==> config.mk <==
export PLATFORM = sky130hd
export DESIGN_NAME = haar_scan_engine
export DESIGN_NICKNAME = d
export VERILOG_FILES = /design/src/rtl/haar_scan_engine.sv
export SDC_FILE = /design/constraint.sdc
export NUM_CORES = 2
export LEC_CHECK = 0
export ABC_AREA = 0
export CORE_ASPECT_RATIO = 1.2
export CORE_MARGIN = 1.5
export CORE_UTILIZATION = 62
export DETAILED_ROUTE_END_ITERATION = 12
export PLACE_DENSITY = 0.8
export SLEW_MARGIN = 25
export SYNTH_ARGS = -nofsm -noshare
export SYNTH_HDL_FRONTEND = slang
export SYNTH_SLANG_ARGS = --single-unit
==> constraint.sdc <==
create_clock -name clk -period 16.8 [get_ports clk]
set_input_delay 5.04 -clock clk [delete_from_list [all_inputs] [get_ports clk]]
set_output_delay 5.04 -clock clk [all_outputs]
set_load 0.01 [all_outputs]
==> src/rtl/haar_scan_engine.sv <==
// rtl/haar_scan_engine.sv - Haar dark-over-bright band detector scanning an integral image tile
//
// Scans every window position and scale of a two-band Haar filter over a D x D tile whose
// integral image lives in an external memory with a 1-cycle read latency.
//   clk, reset            : clock, asynchronous active-high reset
//   start                 : begin a scan (sampled only when idle)
//   tile_dim, base_w      : tile side D and scale-0 filter width, latched at start
//   t_dark, t_bright      : top-band / bottom-band mean thresholds, latched at start
//   mem_rd_en, mem_addr   : integral-memory read strobe and address y*(D+1)+x
//   mem_rd_data           : read data, valid the cycle after mem_rd_en
//   hit_valid, hit_ready  : hit-record handshake
//   hit_x, hit_y, hit_scale : hit window top-left and scale index
//   busy, done            : scan in progress, one-cycle end-of-scan pulse
//   hit_count, cfg_err    : saturating hit counter, bad-config flag (H == 0)
module haar_scan_engine #(
   parameter int PIX_W      = 32,
   parameter int ADDR_W     = 17,
   parameter int DIM_W      = 10,
   parameter int MAX_SCALES = 6
) (
   input  logic              clk,
   input  logic              reset,
   input  logic              start,
   input  logic [DIM_W-1:0]  tile_dim,
   input  logic [DIM_W-1:0]  base_w,
   input  logic [7:0]        t_dark,
   input  logic [7:0]        t_bright,
   output logic              mem_rd_en,
   output logic [ADDR_W-1:0] mem_addr,
   input  logic [PIX_W-1:0]  mem_rd_data,
   output logic              hit_valid,
   input  logic              hit_ready,
   output logic [DIM_W-1:0]  hit_x,
   output logic [DIM_W-1:0]  hit_y,
   output logic [2:0]        hit_scale,
   output logic              busy,
   output logic              done,
   output logic [15:0]       hit_count,
   output logic              cfg_err
);
   localparam int WW = DIM_W + 1;   // filter width may grow past D just before the scan ends
   localparam int CW = DIM_W + 2;   // headroom for x+W, y+2H and limit comparisons
   localparam int EW = PIX_W + 8;
   localparam logic [3:0] MAX_S = 4'(MAX_SCALES);

   typedef enum logic [2:0] {IDLE, SETUP, FETCH, EVAL, EMIT, DONE} state_t;
   state_t state;

   logic [DIM_W-1:0] d_q, w0_q, x_q, y_q;
   logic [7:0]       td_q, tb_q;
   logic [WW-1:0]    w_q, h_q;
   logic [3:0]       s_q;
   logic [2:0]       fc;
   logic [PIX_W-1:0] rd [0:5];

   function automatic logic [ADDR_W-1:0] addr_of(input logic [CW-1:0] row,
                                                 input logic [CW-1:0] col,
                                                 input logic [CW-1:0] pitch);
      return ADDR_W'(row) * ADDR_W'(pitch) + ADDR_W'(col);
   endfunction

   logic [CW-1:0] pitch, f_row, f_col;
   logic [2:0]    nj;
   logic [WW-1:0] setup_h;

   // Corner for the next FETCH read: pairs (x, x+W) on rows y, y+H, y+2H.
   always_comb begin
      pitch   = CW'(d_q) + CW'(1);
      setup_h = WW'(w0_q) / WW'(6);
      nj      = fc + 3'd1;
      f_row   = CW'(y_q);
      if (nj[2:1] == 2'd1)
         f_row = CW'(y_q) + CW'(h_q);
      else if (nj[2:1] == 2'd2)
         f_row = CW'(y_q) + CW'({h_q, 1'b0});
      f_col = nj[0] ? CW'(x_q) + CW'(w_q) : CW'(x_q);
   end

   logic [DIM_W-1:0] adv_x, adv_y;
   logic [WW-1:0]    adv_w, adv_h, grow_w;
   logic [3:0]       adv_s;
   logic             exhausted;

   // Next window position: x first, then y, then scale (W grows by 1.5x).
   always_comb begin
      grow_w    = w_q + (w_q >> 1);
      adv_x     = x_q + DIM_W'(1);
      adv_y     = y_q;
      adv_s     = s_q;
      adv_w     = w_q;
      adv_h     = h_q;
      exhausted = 1'b0;
      if (CW'(x_q) + CW'(1) > CW'(d_q) - CW'(w_q)) begin
         adv_x = '0;
         adv_y = y_q + DIM_W'(1);
         if (CW'(y_q) + CW'(1) > CW'(d_q) - CW'({h_q, 1'b0})) begin
            adv_y     = '0;
            adv_s     = s_q + 4'd1;
            adv_w     = grow_w;
            adv_h     = grow_w / WW'(6);
            exhausted = (adv_s == MAX_S) || (CW'(adv_w) > CW'(d_q)) ||
                        (CW'({adv_h, 1'b0}) > CW'(d_q));
         end
      end
   end

   logic [PIX_W-1:0] top, bot;
   logic [EW-1:0]    area, dark_lim, bright_lim;
   logic             hit, step;

   // rd[0..5] = I(y,x), I(y,x+W), I(y+H,x), I(y+H,x+W), I(y+2H,x), I(y+2H,x+W)
   always_comb begin
      top        = rd[3] - rd[2] - rd[1] + rd[0];
      bot        = rd[5] - rd[4] - rd[3] + rd[2];
      area       = EW'(w_q) * EW'(h_q);
      dark_lim   = EW'(td_q) * area;
      bright_lim = EW'(tb_q) * area;
      hit        = (EW'(top) < dark_lim) && (EW'(bot) > bright_lim);
      step       = ((state == EVAL) && !hit) || ((state == EMIT) && hit_ready);
   end

   always_ff @(posedge clk or posedge reset) begin
      if (reset) begin
         state     <= IDLE;
         d_q       <= '0;
         w0_q      <= '0;
         td_q      <= '0;
         tb_q      <= '0;
         x_q       <= '0;
         y_q       <= '0;
         w_q       <= '0;
         h_q       <= '0;
         s_q       <= '0;
         fc        <= '0;
         for (int i = 0; i < 6; i++) rd[i] <= '0;
         mem_rd_en <= 1'b0;
         mem_addr  <= '0;
         hit_valid <= 1'b0;
         hit_x     <= '0;
         hit_y     <= '0;
         hit_scale <= '0;
         busy      <= 1'b0;
         done      <= 1'b0;
         hit_count <= '0;
         cfg_err   <= 1'b0;
      end else begin
         case (state)
            IDLE: if (start) begin
               d_q   <= tile_dim;
               w0_q  <= base_w;
               td_q  <= t_dark;
               tb_q  <= t_bright;
               busy  <= 1'b1;
               state <= SETUP;
            end
            SETUP: begin
               s_q       <= '0;
               w_q       <= WW'(w0_q);
               h_q       <= setup_h;
               x_q       <= '0;
               y_q       <= '0;
               hit_count <= '0;
               cfg_err   <= (setup_h == '0);
               if (setup_h == '0 || w0_q > d_q) begin
                  state <= DONE;
                  done  <= 1'b1;
               end else begin
                  state     <= FETCH;
                  fc        <= '0;
                  mem_rd_en <= 1'b1;
                  mem_addr  <= '0;
               end
            end
            FETCH: begin
               // data for the read issued in cycle fc-1 is on the bus now
               if (fc != 3'd0) rd[fc - 3'd1] <= mem_rd_data;
               if (fc == 3'd6) begin
                  state <= EVAL;
               end else begin
                  fc        <= fc + 3'd1;
                  mem_rd_en <= (fc != 3'd5);
                  if (fc != 3'd5) mem_addr <= addr_of(f_row, f_col, pitch);
               end
            end
            EVAL: if (hit) begin
               state     <= EMIT;
               hit_valid <= 1'b1;
               hit_x     <= x_q;
               hit_y     <= y_q;
               hit_scale <= s_q[2:0];
            end
            EMIT: if (hit_ready) begin
               hit_valid <= 1'b0;
               if (hit_count != 16'hFFFF) hit_count <= hit_count + 16'd1;
            end
            DONE: begin
               done  <= 1'b0;
               busy  <= 1'b0;
               state <= IDLE;
            end
            default: state <= IDLE;
         endcase
         // leaving EVAL (miss) or EMIT (transfer): move to the next window
         if (step) begin
            x_q <= adv_x;
            y_q <= adv_y;
            s_q <= adv_s;
            w_q <= adv_w;
            h_q <= adv_h;
            if (exhausted) begin
               state <= DONE;
               done  <= 1'b1;
            end else begin
               state     <= FETCH;
               fc        <= '0;
               mem_rd_en <= 1'b1;
               mem_addr  <= addr_of(CW'(adv_y), CW'(adv_x), pitch);
            end
         end
      end
   end
endmodule
# Word-level counts from Yosys, hierarchy flattened
# Index checks and enable logic that the tools add are counted.
# word_totals
ff_bits,341
input_bits,72
elab_cells,173
# op_classes
n_addsub,23
n_mul,5
div,2
magnitude_cmp,9
eq_ne,21
muxes,61
bitwise_logic,1
n_reduce_logical,24
# ops
op,n
$bwmux 192,1
$sub 32x32->32,4
$demux 32 s3,1
$mux 11,8
$mux 17,5
$add 32x32->32,2
$mul 8x22->30,2
$mux 10,6
$mux 12,3
$pmux 17 s2,1
$add 10x1->11 const B,3
$gt 32x30->1,1
$lt 32x30->1,1
$mux 16,2
$mux 32,1
$pmux 16 s2,1
$mux 3,10
$add 10x11->12,2
$gt 11x12->1,2
$mul 11x11->22,1
$add 10x1->10 const B,2
$add 17x10->17,1
$add 17x12->17,1
$mul 10x11->17,1
other kinds (42),84

# Longest topological paths before layout
# depth
word_depth,11
ltp_mapped,54

# Worst setup path after synthesis
# OpenSTA, ideal clock, no wires.
# synth_path
path_kind,register to register
start,register h_q[4]
end,register state[2]
t_arrival_ns,11.435
t_required_ns,16.658
slack_ns,5.223
path_stages_with_launch,49
n_path_buf,4
period_less_slack_ns,11.577
path_cell_list,dfrtp_1 -> clkbuf_1 -> nand2_1 -> fa_1 -> inv_1 -> fa_1 -> inv_1 -> fa_1 -> inv_1 -> fa_1 -> fa_1 -> ha_1 -> inv_1 -> o21bai_1 -> a21oi_1 -> o21bai_1 -> a21oi_1 -> o21ai_0 -> [13 not listed] -> a41oi_1 -> a21oi_1 -> a21o_1 -> a21oi_1 -> xnor2_1 -> ha_1 -> a211oi_1 -> nand2_1 -> nor2_1 -> a31oi_1 -> o21ai_0 -> nand2_1 -> mux2i_1 -> a211o_1 -> a21o_1 -> buf_2 -> clkbuf_1 -> a22oi_1
# synth_via
elab_chain_cells,9
word_cells_on_any_way,20
classes_between,add/sub (1); mul (3); order compare (3); eq/ne (4); mux (4); reduce/logical (5)
# synth_rtl
element,line,source
from (decl),51,"logic [WW-1:0] w_q, h_q;"
from (signal assigned),159,h_q <= setup_h;
from (signal assigned),209,h_q <= adv_h;
$mul 11x11->22,115,area = EW'(w_q) * EW'(h_q);
$mul 8x22->30 (on tied branches),"116, 117",
$lt 32x30->1 / $gt 32x30->1 (equally long branches),118,hit = (EW'(top) < dark_lim) && (EW'(bot) > bright_lim);
$logic_and 1x1->1,118,
$logic_not 1->1,119,step = ((state == EVAL) && !hit) || ((state == EMIT) && hit_ready);
$logic_and 1x1->1,119,
$logic_or 1x1->1,119,
$ne 3x3->1 (no line) / $ne 2x2->1 (equally long branches),--,
$reduce_and 4->1 (no line),--,
to (signal assigned),124,state <= IDLE;
to (signal assigned),154,state <= SETUP;
to (signal assigned),165,state <= DONE;
to (decl),47,state_t state;
# Parallel ways exist; a longest one is shown, timed or not.
# A chain may end at the register's enable or synchronous reset.

# Worst setup path after layout
# layout_path
start,register h_q[4]
end,register mem_addr[2]
# layout_via
elab_chain_cells,8
word_cells_on_any_way,19
classes_between,add/sub (2); mul (4); order compare (3); mux (6); reduce/logical (4)
# layout_rtl
element,line,source
$mul 11x11->22 / $sub 10x12->12 (equally long branches),"115, 96",
"$mul 8x22->30, or another cell as far along",116,dark_lim = EW'(td_q) * area;
"$lt 32x30->1, or another cell as far along",118,
$logic_and 1x1->1 / $mux 10 (equally long branches),"118, 93",
$logic_not 1->1 / $mul 10x11->17 (equally long branches),"119, 59",
$logic_and 1x1->1 / $add 17x10->17 (equally long branches),"119, 59",
$logic_or 1x1->1 / $mux 17 (equally long branches),"119, 210",
$mux 17 (*),204,if (step) begin
to (signal assigned),182,"if (fc != 3'd5) mem_addr <= addr_of(f_row, f_col, pitch);"
to (signal assigned),217,"mem_addr <= addr_of(CW'(adv_y), CW'(adv_x), pitch);"
to (decl),29,"output logic [ADDR_W-1:0] mem_addr,"
# Mark *: on every way between the ends. The rest lies on a longest branch, timed or not.

==> results list <==
- Status: finished clean
* Arrival time of data at the critical path endpoint: 13980 ps
- The number of nets handed over by synthesis was around 6400.
- For this design the top-level I/O count stands at approximately 130.
- For the pin with the worst max-slew slack, the measured transition is 1158 ps.
- FF/Latch Area: 8487 µm²
* Number of slew-limit violations in the final report: 0
* Relative slew margins: 0.2231
- Largest family of logic cells by synthesized area: adder cells
- After detailed routing, the number of remaining DRC violations is 0.
- Clock tree synthesis inserted a total of 40 buffers.
- Detailed Routing Iterations Pass 1: 6
- Number of clock sinks: around 340
- Endpoint type of the worst setup path: flip-flop
- The share of the Yosys chip area taken by registers is 0.1777.
* Most used cell along the critical path: a21oi_1
- YS warnings: 0
- For this block, the initial DRC count from the detailed router was 2911.
- Across every metal layer, demand over resource in global routing totals 0.3336.
* Category of the critical setup timing path: flip-flop to flip-flop
- Bufs on Longest Clock Path: 3
- Resize count post-CTS: 0
- Required arrival time at the worst endpoint: 17270 ps
- Post-Synthesis Mean Instance Area: 9.101 µm²
- Summed over all layers, the routed wires come to 128700 µm.
- Clock latency on the worst-skew pair, taken at its later pin, is 590 ps.
- Fraction of synthesis flops using an asynchronous set or reset pin: 1.000
- Unique cell type count in the Yosys netlist: 103
- Fraction of the cycle the final worst path needs: 0.8038
- The die covers 78660 µm².
* Count of buffers added by post-CTS timing repair for setup: 0
* Clk slew on worst S/H paths: 60 ps
- The total count of hold-check failures in the final report came to 0.
* Final critical delay including setup and external delays: between 10000 and 15000 ps
* Share of layout cells above drive strength 1: 0.07771
* Pin count of the biggest net entering global routing: 159
- Using the TritonRoute via totals, the vias-per-cell ratio works out to approximately 6.1.
* Vias in the first global route: 40356
- Dividing the detail-routed wire length by the instance count gives 20.40 µm.
- CTS Hold Buffers Added: 0
- HPWL after detailed placement: 98920 µm
- TritonCTS built the clock tree.
- Final number of setup-violating endpoints: 0
- Main flop type after synthesis: dfrtp_1
- Congestion Overflow GR: 0
- Parity-gate share of the synthesized area counting xor and xnor cells: 0.04805
* Highest Clock Rate: 74.05 MHz
- Of the total synthesized cell area, the portion taken by full adders, half adders and majority gates is 0.3758.
- The path class of the tightest hold or removal check is flip-flop to flip-flop.
* Final worst clock skew: 28.29 ps
- Clock tree synthesis selected as its root buffer the cell clkbuf_16.
- Vias after detailed routing: between 30000 and 40000
* Initial cell density of the core: 0.6260
* Post-Syn Area: about 48000 µm²
- Setup repair after global routing missed its margin: no
* H-tree depth: 2
- Stage delay of the slowest cell on the critical path: 680 ps
- Maximum net fanout on the critical path: 32
* Slowest cell on crit path: dfrtp_1
- In this design, the largest share of critical-path delay is due to adder cells.
- The portion of synthesized area spent on multiplexers is 0.05262.
* Placeable Area: 76250 µm²
- The first global-routing pass estimated 208300 µm of wire.
- Summing all multi-input logic gate instances after layout gives 35540 µm².
- The number of antenna violations at the first check in global routing is 2.
- In the final design database the tool counted 6408 nets.
- Area share of and/or/nand/nor cells after synthesis: 0.1464
- Die extent in y: 306.9 µm
* Synthesis-stage register bit count: 339
* Fill cell total of the finished layout: 5933
- In the final timing run, aggregate negative setup slack is 0 ps.
- Max-cap violations in this run came to 0.
- Synth Area in Compound Gates: 0.1193
* GPL Wtd Cong: between 0.9 and 1
- Synthesis produced 5244 cells.
* Core Rows: approximately 110
- Kind of start point of the critical path: flip-flop
- Yosys mapped a number of flops with a built-in enable equal to 0.
- Layout Area Growth over Synthesis: 7.592%
* Number of routed nets with antenna violations: 0
- Counting both buffers and inverters, the worst setup path holds a total of 6.
- In this run the tool buffered the top-level ports with ~130 buffer cells.
* Horiz. Die Dim: 256.3 µm
## logic make-up after synthesis
group / count (synthesis)
buf+inv: 982
flops: 339
mux: 226
fa+ha+maj: 1079
compound gates: 888
simple gates: 1473
xor+xnor: 257
## cell type report
| class | count | share of cell area |
|---|---|---|
| antenna | 2 | 0.00009746 |
| clock buffer | 63 | 0.02410 |
| clock inverter | 8 | 0.002534 |
| inverter | 761 | 0.05592 |
| multi-input combinational | 3923 | 0.6920 |
| sequential | 339 | 0.1653 |
| tap | 1017 | 0.02478 |
| timing repair buffer | 195 | 0.03526 |
## path summary, 6_finish.rpt
kind | startpoint | endpoint | slack [ps] | depth (start not counted)
setup / recovery | h_q[4] | mem_addr[2] | 3300 | 50
hold / removal | cfg_err | cfg_err | 480 | 2
setup reg to reg | h_q[4] | mem_addr[2] | 3300 | 50
hold reg to reg | cfg_err | cfg_err | 480 | 2
max in group asynchronous | reset | rd[160] | 10400 | 3
min in group asynchronous | reset | hit_count[14] | 5030 | 2
## stage by stage
stage	std cells	worst slack (ps)	util	hold WS [ps]	instance area [µm²]
floorplan	5244	2365	-	479.4	47730
detailed placement	6235	3434	0.6551	473.5	49950
finish	6308	3295	0.6735	482.7	51350
CTS	6306	3426	0.6731	485.4	51320
global route	6307	2653	0.6734	510.9	51350
global placement	6235	3849	0.6551	476.3	49950
## placed cells by master (no fill, tap or decap), types with 39 or more instances in the layout
master	n
a21o_1	82
a21oi_1	229
and2_1	194
and3_1	43
buf_4	61
clkbuf_16	40
clkdlybuf4s50_1	132
dfrtp_1	336
fa_1	592
ha_1	484
inv_1	748
mux2_2	199
nand2_1	599
nand2b_1	39
nand3_1	85
nand4_1	40
nor2_1	265
nor2b_1	41
nor3_1	57
o21ai_0	232
o21bai_1	40
xnor2_1	162
xor2_1	82
## cells in the mapped netlist, types with 41 or more instances
| library cell | instances | area share |
|---|---|---|
| xor2_1 | 84 | 0.015 |
| inv_1 | 749 | 0.059 |
| clkbuf_1 | 176 | 0.014 |
| nor2_1 | 266 | 0.021 |
| nor3_1 | 60 | 0.0063 |
| and2_1 | 194 | 0.025 |
| xnor2_1 | 170 | 0.031 |
| a21o_1 | 82 | 0.013 |
| and3_1 | 43 | 0.0056 |
| mux2_2 | 199 | 0.047 |
| a21oi_1 | 230 | 0.024 |
| dfrtp_1 | 339 | 0.18 |
| nand2_1 | 599 | 0.047 |
| nor2b_1 | 41 | 0.0054 |
| nand3_1 | 85 | 0.0089 |
| ha_1 | 484 | 0.13 |
| fa_1 | 592 | 0.25 |
| o21ai_0 | 233 | 0.024 |
## layer usage
layer	wire, µm	GRT usage	vias to the layer above
met1	45830	0.3678	19215
met3	7005	0.04204	508
met5	0	0	-
li1	-	-	17276
met4	10300	0.2313	0
met2	65540	0.5982	1470
## flip-flops by register name (all words and copies together), names as in the netlist, 3 cells and up
name       cells
rd           192
mem_addr      17
hit_count     16
w_q           11
d_q           10
hit_x         10
hit_y         10
w0_q          10
x_q           10
y_q           10
h_q            9
tb_q           8
td_q           8
s_q            4
fc             3
hit_scale      3
state          3
## worst min-delay path, stage by stage (launching register included)
cell and delay (ps):
dfrtp_1 340, nand2_1 50, o21ai_0 60
Power is not shown: default switching activity piles up to over one toggle a cycle in this logic, so the estimate is an artifact.
